### src/rtl/uart_pkg.sv
// Shared definitions for the UART transmit arbiter slice.
// Latency: none (types and constants only).
// Backpressure: not applicable.
package uart_pkg;

   // Arbiter control states
   typedef enum logic [1:0] {
      IDLE  = 2'd0,
      ISSUE = 2'd1,
      WAIT  = 2'd2
   } arb_state_t;

   // Oversample ticks per UART bit
   localparam int OVERSAMPLE  = 16;

   // Default frame: start + 8 data + stop; any WAIT timeout must exceed this
   localparam int FRAME_BITS  = 10;
   localparam int FRAME_TICKS = FRAME_BITS * OVERSAMPLE;

endpackage

### src/rtl/uart_rr_select.sv
// Round-robin pick: first valid requester at or after rr_ptr, wrapping upward.
// Latency: purely combinational.
// Backpressure: none; the caller decides when the pick is used.
module uart_rr_select
   import uart_pkg::*;
#(
   parameter int NUM_REQ = 4,
   parameter int PTR_W   = $clog2(NUM_REQ)
) (
   input  logic [NUM_REQ-1:0] req_valid,
   input  logic [PTR_W-1:0]   rr_ptr,
   output logic [PTR_W-1:0]   sel_idx,
   output logic               any_vld
);

   localparam logic [PTR_W:0] N_W = (PTR_W+1)'(NUM_REQ);

   logic [2*NUM_REQ-1:0] dbl_vld;
   logic [2*NUM_REQ-1:0] shifted;
   logic [NUM_REQ-1:0]   rot_vld;
   logic [PTR_W-1:0]     offs;
   logic                 found;
   logic [PTR_W:0]       sum;
   logic [PTR_W:0]       wrapped;

   // Rotate so that rr_ptr lands at bit 0; doubling the vector gives wrap-around
   assign dbl_vld = {req_valid, req_valid};
   assign shifted = dbl_vld >> rr_ptr;
   assign rot_vld = shifted[NUM_REQ-1:0];

   // Lowest set bit of the rotated vector is the distance from rr_ptr
   always_comb begin
      offs  = '0;
      found = 1'b0;
      for (int i = 0; i < NUM_REQ; i++) begin
         if (!found && rot_vld[i]) begin
            offs  = PTR_W'(i);
            found = 1'b1;
         end
      end
   end

   // Rotate the distance back to an absolute index, modulo NUM_REQ
   assign sum     = {1'b0, rr_ptr} + {1'b0, offs};
   assign wrapped = sum - N_W;
   assign sel_idx = (sum >= N_W) ? wrapped[PTR_W-1:0] : sum[PTR_W-1:0];
   assign any_vld = |req_valid;

endmodule

### src/rtl/uart_tx_arbiter.sv
// Round-robin share of one UART transmitter; optional WAIT timeout via UART_TX_ARB_TIMEOUT_EN.
// Latency: req_valid seen in IDLE at edge N -> tx_valid/req_ready pulse in cycle N+1; one IDLE cycle between frames.
// Backpressure: grant held until tx_done (or timeout); requests outside IDLE are not looked at.
module uart_tx_arbiter
   import uart_pkg::*;
#(
   parameter int NUM_REQ       = 4,
   parameter int DATA_LENGTH   = 8,
   parameter int TIMEOUT_TICKS = 256
) (
   input  logic                           clk,
   input  logic                           reset_n,
   input  logic [NUM_REQ-1:0]             req_valid,
   input  logic [NUM_REQ*DATA_LENGTH-1:0] req_data,
   output logic [NUM_REQ-1:0]             req_ready,
   output logic                           tx_valid,
   output logic [DATA_LENGTH-1:0]         tx_data,
   input  logic                           tx_done,
   input  logic                           baud_timer,
   output logic [$clog2(NUM_REQ)-1:0]     grant_id,
   output logic                           busy,
   output logic                           timeout_err
);

   localparam int                 PTR_W   = $clog2(NUM_REQ);
   localparam logic [PTR_W-1:0]   LAST_ID = PTR_W'(NUM_REQ - 1);
   localparam logic [NUM_REQ-1:0] ONE_HOT = NUM_REQ'(1);

   arb_state_t       state;
   logic [PTR_W-1:0] rr_ptr;
   logic [PTR_W-1:0] sel_idx;
   logic             any_vld;
   logic [PTR_W-1:0] ptr_after_grant;

   uart_rr_select #(
      .NUM_REQ (NUM_REQ),
      .PTR_W   (PTR_W)
   ) u_sel (
      .req_valid (req_valid),
      .rr_ptr    (rr_ptr),
      .sel_idx   (sel_idx),
      .any_vld   (any_vld)
   );

   // Search for the next frame starts just past whoever was served last
   assign ptr_after_grant = (grant_id == LAST_ID) ? '0 : grant_id + 1'b1;

`ifdef UART_TX_ARB_TIMEOUT_EN
   localparam int             CNT_W     = $clog2(TIMEOUT_TICKS + 1);
   localparam logic [CNT_W-1:0] TMO_LAST = CNT_W'(TIMEOUT_TICKS - 1);

   logic [CNT_W-1:0] tmo_cnt;
`else
   // The transmitter tick and limit only matter when the watchdog is built
   logic unused_baud;
   assign unused_baud = baud_timer;
   localparam int unused_timeout_ticks = TIMEOUT_TICKS;
`endif

   // Arbiter FSM; every output is a register updated alongside the state
   always_ff @(posedge clk or negedge reset_n) begin
      if (!reset_n) begin
         state       <= IDLE;
         rr_ptr      <= '0;
         tx_valid    <= 1'b0;
         tx_data     <= '0;
         req_ready   <= '0;
         grant_id    <= '0;
         busy        <= 1'b0;
         timeout_err <= 1'b0;
`ifdef UART_TX_ARB_TIMEOUT_EN
         tmo_cnt     <= '0;
`endif
      end else begin
         // Pulses last exactly one cycle unless re-asserted below
         tx_valid    <= 1'b0;
         req_ready   <= '0;
         timeout_err <= 1'b0;
         case (state)
            IDLE: begin
               if (any_vld) begin
                  state     <= ISSUE;
                  tx_data   <= req_data[sel_idx*DATA_LENGTH +: DATA_LENGTH];
                  grant_id  <= sel_idx;
                  tx_valid  <= 1'b1;
                  req_ready <= ONE_HOT << sel_idx;
                  busy      <= 1'b1;
               end
            end
            ISSUE: begin
               state <= WAIT;
`ifdef UART_TX_ARB_TIMEOUT_EN
               tmo_cnt <= '0;
`endif
            end
            WAIT: begin
               // A completion on the limit tick is still a clean completion
               if (tx_done) begin
                  state  <= IDLE;
                  busy   <= 1'b0;
                  rr_ptr <= ptr_after_grant;
               end
`ifdef UART_TX_ARB_TIMEOUT_EN
               else if (baud_timer) begin
                  tmo_cnt <= tmo_cnt + 1'b1;
                  if (tmo_cnt == TMO_LAST) begin
                     state       <= IDLE;
                     busy        <= 1'b0;
                     rr_ptr      <= ptr_after_grant;
                     timeout_err <= 1'b1;
                  end
               end
`endif
            end
            default: begin
               state <= IDLE;
               busy  <= 1'b0;
            end
         endcase
      end
   end

endmodule

### config.mk
export PLATFORM = sky130hd
export DESIGN_NAME = uart_tx_arbiter
export DESIGN_NICKNAME = d
export VERILOG_FILES = /design/src/rtl/uart_pkg.sv /design/src/rtl/uart_rr_select.sv /design/src/rtl/uart_tx_arbiter.sv
export SDC_FILE = /design/constraint.sdc
export NUM_CORES = 1
export LEC_CHECK = 0
export CAP_MARGIN = 20
export CORE_MARGIN = 2
export CORE_UTILIZATION = 45
export CTS_CLUSTER_DIAMETER = 100
export DETAILED_ROUTE_END_ITERATION = 8
export GPL_TIMING_DRIVEN = 0
export HOLD_SLACK_MARGIN = 0.05
export PLACE_DENSITY = 0.85
export REMOVE_ABC_BUFFERS = 1
export SLEW_MARGIN = 20
export SYNTH_ARGS = -nofsm -noshare
export SYNTH_HDL_FRONTEND = slang
export SYNTH_SLANG_ARGS = --single-unit
### constraint.sdc
create_clock -name clk -period 7.1 [get_ports clk]
set_clock_uncertainty 0.05 [all_clocks]
set_input_delay 0.71 -clock clk [delete_from_list [all_inputs] [get_ports clk]]
set_output_delay 0.71 -clock clk [all_outputs]
set_load 0.02 [all_outputs]
# Word level (Yosys, flattened, before mapping)
# Index checks and enable logic that the tools add are counted.
[op_classes]
n_reduce_logical = 12
n_eq_ne = 5
shifts = 3
magnitude_cmp = 1
bitwise_logic = 1
mux = 18
n_addsub = 3
[op_table]
columns = ["cell", "n"]
rows = [
  ["32-bit by 6-bit indexed part select with 8-bit output", 1],
  ["2-bit 2-to-1 mux", 6],
  ["1-bit 2-to-1 mux", 8],
  ["4-bit 2-to-1 mux", 2],
  ["8-bit by 2-bit >> shifter with 4-bit output", 1],
  ["2-bit case mux with 3 select lines", 1],
  ["2-bit AND reduction", 3],
  ["2-bit == test (second input constant)", 2],
  ["2-bit inequality test (second input constant)", 2],
  ["4-bit OR reduction", 1],
  ["1-bit by 2-bit << shifter with 4-bit output (first input constant)", 1],
  ["2-bit by 2-bit adder with 3-bit output", 1],
  ["3-bit >= comparator (second input constant)", 1],
  ["1-bit logical AND", 3],
  ["1-bit zero test", 3],
  ["1-bit case mux with 3 select lines", 1],
  ["3-bit AND reduction", 1],
  ["2-bit by 1-bit adder with 2-bit output (second input constant)", 1],
  ["2-bit by 1-bit == test with 1-bit output (second input constant)", 1],
  ["2-bit zero test", 1],
  ["2-bit by 1-bit subtractor with 2-bit output (second input constant)", 1],
  ["1-bit NOT", 1],
]
[word_totals]
elab_cells = 50
reg_bits = 20
out_inout_bits = 17
in_bits = 40

# Longest topological paths before layout
[logic_depth]
ltp_word = 17
mapped_depth = 10
depth_no_buf = 10

# By module
# From an unflattened synthesis, not the netlist that was laid out.
[hier_totals]
cells_unflattened = 113
area_unflattened_um2 = 1184.9
[by_module_without_submodules]
columns = ["module", "area_per_inst_um2", "instances", "seq_area_each_um2", "cells_each"]
rows = [
  ["uart_tx_arbiter", 994.7, 1, 500.5, 85],
  ["uart_rr_select", 190.2, 1, 0.0, 28],
]

# Worst setup path after synthesis
# OpenSTA, ideal clock, no wires.
[synth_timing]
path_type = "input -> register"
startpoint = "input req_valid[2]"
endpoint = "register tx_data[0]"
stages = 8
required_ns = 6.918
path_buffers = 0
arrival_time_ns = 2.317
setup_time_ns = 0.132
slack_ns = 4.601
cell_sequence = "o311ai_0 -> o21ai_0 -> o221ai_1 -> ha_1 -> xor2_1 -> nand4_2 -> a221oi_1 -> o31ai_1"
[synth_via]
elab_chain_len = 15
word_cells_on_any_way = 20
cone_classes = "add/sub: 2; order compare: 1; shift: 2; mux: 7; reduce/logical: 8"
[synth_lines]
columns = ["item", "line", "rtl"]
rows = [
  ["start, declared", "uart_tx_arbiter.sv:13", "input logic [NUM_REQ-1:0] req_valid,"],
  ["8-bit by 2-bit >> shifter with 4-bit output", "uart_rr_select.sv:28", "assign shifted = dbl_vld >> rr_ptr;"],
  ["1-bit 2-to-1 mux", "uart_rr_select.sv:36", "if (!found && rot_vld[i]) begin"],
  ["1-bit zero test", "uart_rr_select.sv:36", ""],
  ["1-bit logical AND", "uart_rr_select.sv:36", ""],
  ["1-bit 2-to-1 mux", "uart_rr_select.sv:36", ""],
  ["1-bit zero test", "uart_rr_select.sv:36", ""],
  ["1-bit logical AND", "uart_rr_select.sv:36", ""],
  ["1-bit 2-to-1 mux", "uart_rr_select.sv:36", ""],
  ["1-bit zero test", "uart_rr_select.sv:36", ""],
  ["1-bit logical AND", "uart_rr_select.sv:36", ""],
  ["2-bit 2-to-1 mux", "uart_rr_select.sv:36", ""],
  ["2-bit by 2-bit adder with 3-bit output", "uart_rr_select.sv:44", "assign sum = {1'b0, rr_ptr} + {1'b0, offs};"],
  ["3-bit >= comparator or 2-bit by 1-bit subtractor with 2-bit output (tied branches)", "uart_rr_select.sv:46, uart_rr_select.sv:45", ""],
  ["2-bit 2-to-1 mux", "uart_rr_select.sv:46", "assign sel_idx = (sum >= N_W) ? wrapped[PTR_W-1:0] : sum[PTR_W-1:0];"],
  ["32-bit by 6-bit indexed part select with 8-bit output", "uart_tx_arbiter.sv:83", "tx_data <= req_data[sel_idx*DATA_LENGTH +: DATA_LENGTH];"],
  ["end signal, assigned", "uart_tx_arbiter.sv:83", ""],
  ["end, declared", "uart_tx_arbiter.sv:17", "output logic [DATA_LENGTH-1:0] tx_data,"],
]
# Parallel ways exist; a longest one is shown, timed or not.
# A chain may end at the register's enable or synchronous reset.

# Worst setup path after layout
[layout_timing]
startpoint = "input req_valid[3]"
endpoint = "register tx_data[4]"
[layout_via]
elab_chain_len = 15
word_cells_on_any_way = 20
cone_classes = "add/sub: 2; order compare: 1; shift: 2; mux: 7; reduce/logical: 8"
[layout_lines]
columns = ["item", "line", "rtl"]
rows = [
  ["8-bit by 2-bit >> shifter with 4-bit output *", "uart_rr_select.sv:28", ""],
  ["1-bit 2-to-1 mux", "uart_rr_select.sv:36", ""],
  ["1-bit zero test", "uart_rr_select.sv:36", ""],
  ["1-bit logical AND", "uart_rr_select.sv:36", ""],
  ["1-bit 2-to-1 mux", "uart_rr_select.sv:36", ""],
  ["1-bit zero test", "uart_rr_select.sv:36", ""],
  ["1-bit logical AND", "uart_rr_select.sv:36", ""],
  ["1-bit 2-to-1 mux", "uart_rr_select.sv:36", ""],
  ["1-bit zero test", "uart_rr_select.sv:36", ""],
  ["1-bit logical AND", "uart_rr_select.sv:36", ""],
  ["2-bit 2-to-1 mux *", "uart_rr_select.sv:36", ""],
  ["2-bit by 2-bit adder with 3-bit output *", "uart_rr_select.sv:44", ""],
  ["3-bit >= comparator or 2-bit by 1-bit subtractor with 2-bit output (tied branches)", "uart_rr_select.sv:46, uart_rr_select.sv:45", ""],
  ["2-bit 2-to-1 mux *", "uart_rr_select.sv:46", ""],
  ["net sel_idx[0]", "uart_tx_arbiter.sv:31", "logic [PTR_W-1:0] sel_idx;"],
  ["32-bit by 6-bit indexed part select with 8-bit output *", "uart_tx_arbiter.sv:83", ""],
]
# Mark *: on every way through the listed nets, which the timed path passes. The rest lies on a longest branch.

==> metrics.txt <==
# TYPE chip_impl_metric gauge
chip_impl_info{name="status",value="complete, no violations"} 1
chip_impl_info{name="timing_worst_setup_path_type",value="input port to flip-flop"} 1
chip_impl_metric{name="timing.final.ws_setup",unit="ns"} 3.701
chip_impl_metric{name="final_area",unit="sq um"} 1874
chip_impl_info{name="netlist_top_cells_area",value="dfrtp_1 (38%), and2b_1 (8.0%), a221oi_1 (5.4%)"} 1
chip_impl_metric{name="die-area",unit="sq um"} 3356
chip_impl_metric{name="postSynthAreaPerCell",unit="sq um"} 9.767
chip_impl_metric{name="r2r.worst_path.cells",unit=""} 8
chip_impl_metric{name="ys_warn_count",unit=""} 0
chip_impl_metric{name="syn_to_final_growth",unit="%"} 43.21
chip_impl_metric{name="core.rowCount",unit=""} 19
chip_impl_info{name="ys_top_cells_by_count",value="dfrtp_1 (20), nand2_1 (18), and2b_1 (14)"} 1
chip_impl_metric{name="postCtsSetupBuffers",unit=""} 0
chip_impl_metric{name="synthArstFlopShare",unit=""} 1.000
chip_impl_metric{name="h_tree_level_count",unit=""} 1
chip_impl_info{name="synth-main-ff-cell",value="dfrtp_1"} 1
chip_impl_metric{name="timing.critical_path.fanout_max",unit=""} 35
chip_impl_metric{name="leakagePower",unit="nW"} 0.7724
chip_impl_metric{name="clock-sinks",unit=""} 20
chip_impl_metric{name="post_route_clock_period_utilization",unit=""} 0.4787
chip_impl_metric{name="cp_data_arrival_time",unit="ns"} 3.52
chip_impl_metric{name="grt_util_met3",unit=""} 0.05580
chip_impl_info{name="grt.busiest_layer",value="met2"} 1
chip_impl_metric{name="hold_crit_depth",unit=""} 2
chip_impl_metric{name="routed_wire_length_per_instance",unit="um"} 15.49
chip_impl_metric{name="drive_above_1_share",unit=""} 0.07065
chip_impl_metric{name="fraction_of_met2_tracks_used_by_global_routing",unit=""} 0.3555
chip_impl_metric{name="globalRoute.totalOverflow",unit=""} 0
chip_impl_metric{name="floorplan.initialDensity",unit=""} 0.4746
chip_impl_info{name="unrepaired_setup_endpoints_after_global_routing",value="false"} 1
chip_impl_metric{name="insertedDiodeCount",unit=""} 0
chip_impl_metric{name="maximum_number_of_pins_on_one_net_before_global_route_repair",unit=""} 36
chip_impl_info{name="synth_top_cell_by_area",value="dfrtp_1"} 1
chip_impl_metric{name="worst_ep_required_time",unit="ns"} 7.22
chip_impl_metric{name="synth_sequential_area_ratio",unit=""} 0.3824
chip_impl_metric{name="detailed_place.area",unit="sq um"} 1838
chip_impl_metric{name="synth_top_area_share",unit=""} 0.3824
chip_impl_metric{name="final-max-slew-violation-count",unit=""} 0
chip_impl_metric{name="clock_latency",unit="ns"} 0.30
chip_impl_metric{name="cts_repair_resize_count",unit=""} 0
chip_impl_info{name="cell_with_the_most_instances_after_synthesis",value="dfrtp_1"} 1
chip_impl_info{name="clock_tree_from_tritoncts",value="done"} 1
chip_impl_metric{name="drc_errors_left",unit=""} 0
chip_impl_metric{name="layout.nets",unit=""} 227
chip_impl_metric{name="drt-initial-drc-count",unit=""} 30
chip_impl_metric{name="die_w",unit="um"} 57.93
chip_impl_info{name="critPathLaunchType",value="input port"} 1
chip_impl_info{name="hold_path.class",value="flip-flop to flip-flop"} 1
chip_impl_metric{name="detailedRoute.firstPassIterationCount",unit=""} 4
chip_impl_metric{name="timing.slew.headroom",unit=""} 0.3943
chip_impl_metric{name="maximum_ir_drop_on_the_vdd_rail",unit="mV"} 0.3572
chip_impl_metric{name="routed_wl",unit="um"} 3331
chip_impl_metric{name="cts_buffer_depth",unit=""} 2
chip_impl_metric{name="detail_route.vias_per_cell",unit=""} 5.898
chip_impl_metric{name="globalRouteTotalUtil",unit=""} 0.2195
chip_impl_metric{name="design.portCount",unit=""} 57
chip_impl_info{name="clock_tree.root_cell",value="clkbuf_4"} 1
chip_impl_metric{name="fmax",unit="MHz"} 294.2
chip_impl_metric{name="place_ws",unit="ns"} 3.418
chip_impl_metric{name="pwr_density_cell",unit="nW/um^2"} 451.5
chip_impl_info{name="crit_chain",value="clkdlybuf4s50_1 -> inv_1 -> nand3_1 -> o311ai_0 -> o21ai_0 -> o221ai_1 -> ha_1 -> and2b_1 -> a2111oi_0 -> o31ai_1"} 1
chip_impl_metric{name="post_synth_inst_count",unit=""} 134
chip_impl_metric{name="clk_transition_reported_paths",unit="ns"} 0.12
chip_impl_metric{name="grt_pass1_wl",unit="um"} 5637
chip_impl_metric{name="postRouteAntennaNets",unit=""} 0
chip_impl_metric{name="hold_viol_final",unit=""} 0
chip_impl_metric{name="antenna_found_initial",unit=""} 0
chip_impl_info{name="worst_setup_path_end_kind",value="flip-flop"} 1
chip_impl_metric{name="gr-usage-met1",unit=""} 0.2748
chip_impl_metric{name="synth_seq_cells",unit=""} 20
chip_impl_metric{name="post_synth_num_cell_types",unit=""} 40
chip_impl_info{name="timing.critical_path.slowest_stage_cell",value="ha_1"} 1
chip_impl_metric{name="floorplan.die.height",unit="um"} 57.93
chip_impl_metric{name="setup_tns",unit="ns"} 0
chip_impl_metric{name="buffer_ports.inserted",unit=""} 54
chip_impl_metric{name="cts_hold_repair.buffers",unit=""} 0
chip_impl_metric{name="grt_pass1_vias",unit=""} 1260
chip_impl_metric{name="coreArea",unit="sq um"} 2758
chip_impl_metric{name="setup_viol",unit=""} 0
chip_impl_metric{name="final_period_minus_worst_setup_slack",unit="ns"} 3.399
chip_impl_metric{name="cp_slowest_stage_delay",unit="ns"} 0.87
chip_impl_metric{name="dr_total_vias",unit=""} 1268
chip_impl_metric{name="gpl.final_weighted_congestion",unit=""} 0.7998
chip_impl_metric{name="worst-slew-pin-transition",unit="ns"} 0.9058
chip_impl_metric{name="synth_enable_flop_cells",unit=""} 0
chip_impl_metric{name="hpwl",unit="um"} 2453
chip_impl_metric{name="max-cap-violations",unit=""} 0
chip_impl_metric{name="cts_buffers",unit=""} 3
chip_impl_metric{name="mappedNetlistArea",unit="sq um"} 1309
-- placed cells by master, fill, tap and decap left out, drive strengths merged --
cell type | synthesis | routed
o21a | 2 | 2
dfrtp | 20 | 20
a211o | 1 | 1
nand3 | 1 | 1
nor4 | 1 | 1
nor3b | 2 | 2
clkbuf | 2 | 4
o221ai | 1 | 1
o31ai | 10 | 10
nand2b | 2 | 2
o311ai | 1 | 1
and2b | 15 | 15
conb | 1 | 1
o21ai | 6 | 6
or3 | 1 | 1
a2111oi | 8 | 8
xor2 | 1 | 1
a221oi | 8 | 8
ha | 2 | 2
nand4 | 1 | 1
mux2i | 1 | 1
xnor2 | 1 | 1
a31oi | 1 | 1
o22ai | 1 | 1
nor2b | 4 | 4
nand3b | 1 | 1
nor3 | 4 | 4
inv | 3 | 3
clkdlybuf4s50 | 0 | 54
mux2 | 2 | 2
nor2 | 6 | 6
nand2 | 18 | 18
-- logic make-up after synthesis --
family          count (synthesis)  synth area share
buf+inv                        11           0.04685
flops                          20            0.3824
fa+ha+maj                       2           0.01912
other cells                     1          0.002865
mux                             3           0.02486
compound gates                 39            0.2514
xor+xnor                        2           0.01339
simple gates                   56            0.2591
-- power breakdown --
part / internal, mW / leakage (nW) / switching [mW]
Clock: 0.0313 / 0.0210 / 0.0374
Combinational: 0.256 / 0.503 / 0.309
Sequential: 0.169 / 0.249 / 0.0434
Total: 0.456 / 0.772 / 0.390
-- layer usage --
metal | vias to the layer above | wire, um | share of wire
li1 | 608 | - | -
met4 | 0 | 108 | 0.032
met5 | - | 0 | 0
met2 | 72 | 1604 | 0.48
met3 | 14 | 294 | 0.088
met1 | 574 | 1324 | 0.40
-- state kept, by name (all words and copies together), names as in the netlist --
signal / count
busy: 1
grant_id: 2
req_ready: 4
rr_ptr: 2
state: 2
tx_data: 8
tx_valid: 1
-- metrics by stage --
| step | utilization | power [mW] | instances | hold WS (ns) |
|---|---|---|---|---|
| 5_1_grt | 0.6797 | 0.9152 | 215 | 0.4819 |
| 2_1_floorplan | - | 0.5850 | 126 | 0.3644 |
| 6_report | 0.6797 | 0.8462 | 215 | 0.4543 |
| 4_1_cts | 0.6797 | 0.8470 | 215 | 0.4549 |
| 3_5_place_dp | 0.6665 | 0.7748 | 211 | 0.4256 |
| 3_3_place_gp | 0.6665 | 0.7537 | 211 | 0.4110 |
-- cell type report --
type,instances,area [sq um]
multi-input combinational,103,747.0
timing repair buffer,54,540.5
clock buffer,4,36.28
fill,216,883.3
tap,31,38.79
inverter,3,11.26
sequential,20,500.5
-- final timing paths --
| kind | start | endpoint | slack, ns |
|---|---|---|---|
| max | req_valid[3] | tx_data[4] | 3.70 |
| max reg2reg | rr_ptr[0] | tx_data[4] | 4.13 |
| max in group asynchronous | reset_n | req_ready[3] | 5.60 |
| min reg2reg | tx_data[7] | tx_data[7] | 0.45 |
| min in group asynchronous | reset_n | tx_data[5] | 0.85 |
| min | tx_data[7] | tx_data[7] | 0.45 |
-- critical path, delay by kind of cell --
family / cells / cell delay, ns
buffers and inverters: 2 / 0.67
AO/OA/AOI/OAI: 5 / 0.92
AND/OR/NAND/NOR: 2 / 0.35
adder cells (fa/ha/maj): 1 / 0.87
Note: power is estimated with default switching activity, not from simulation.
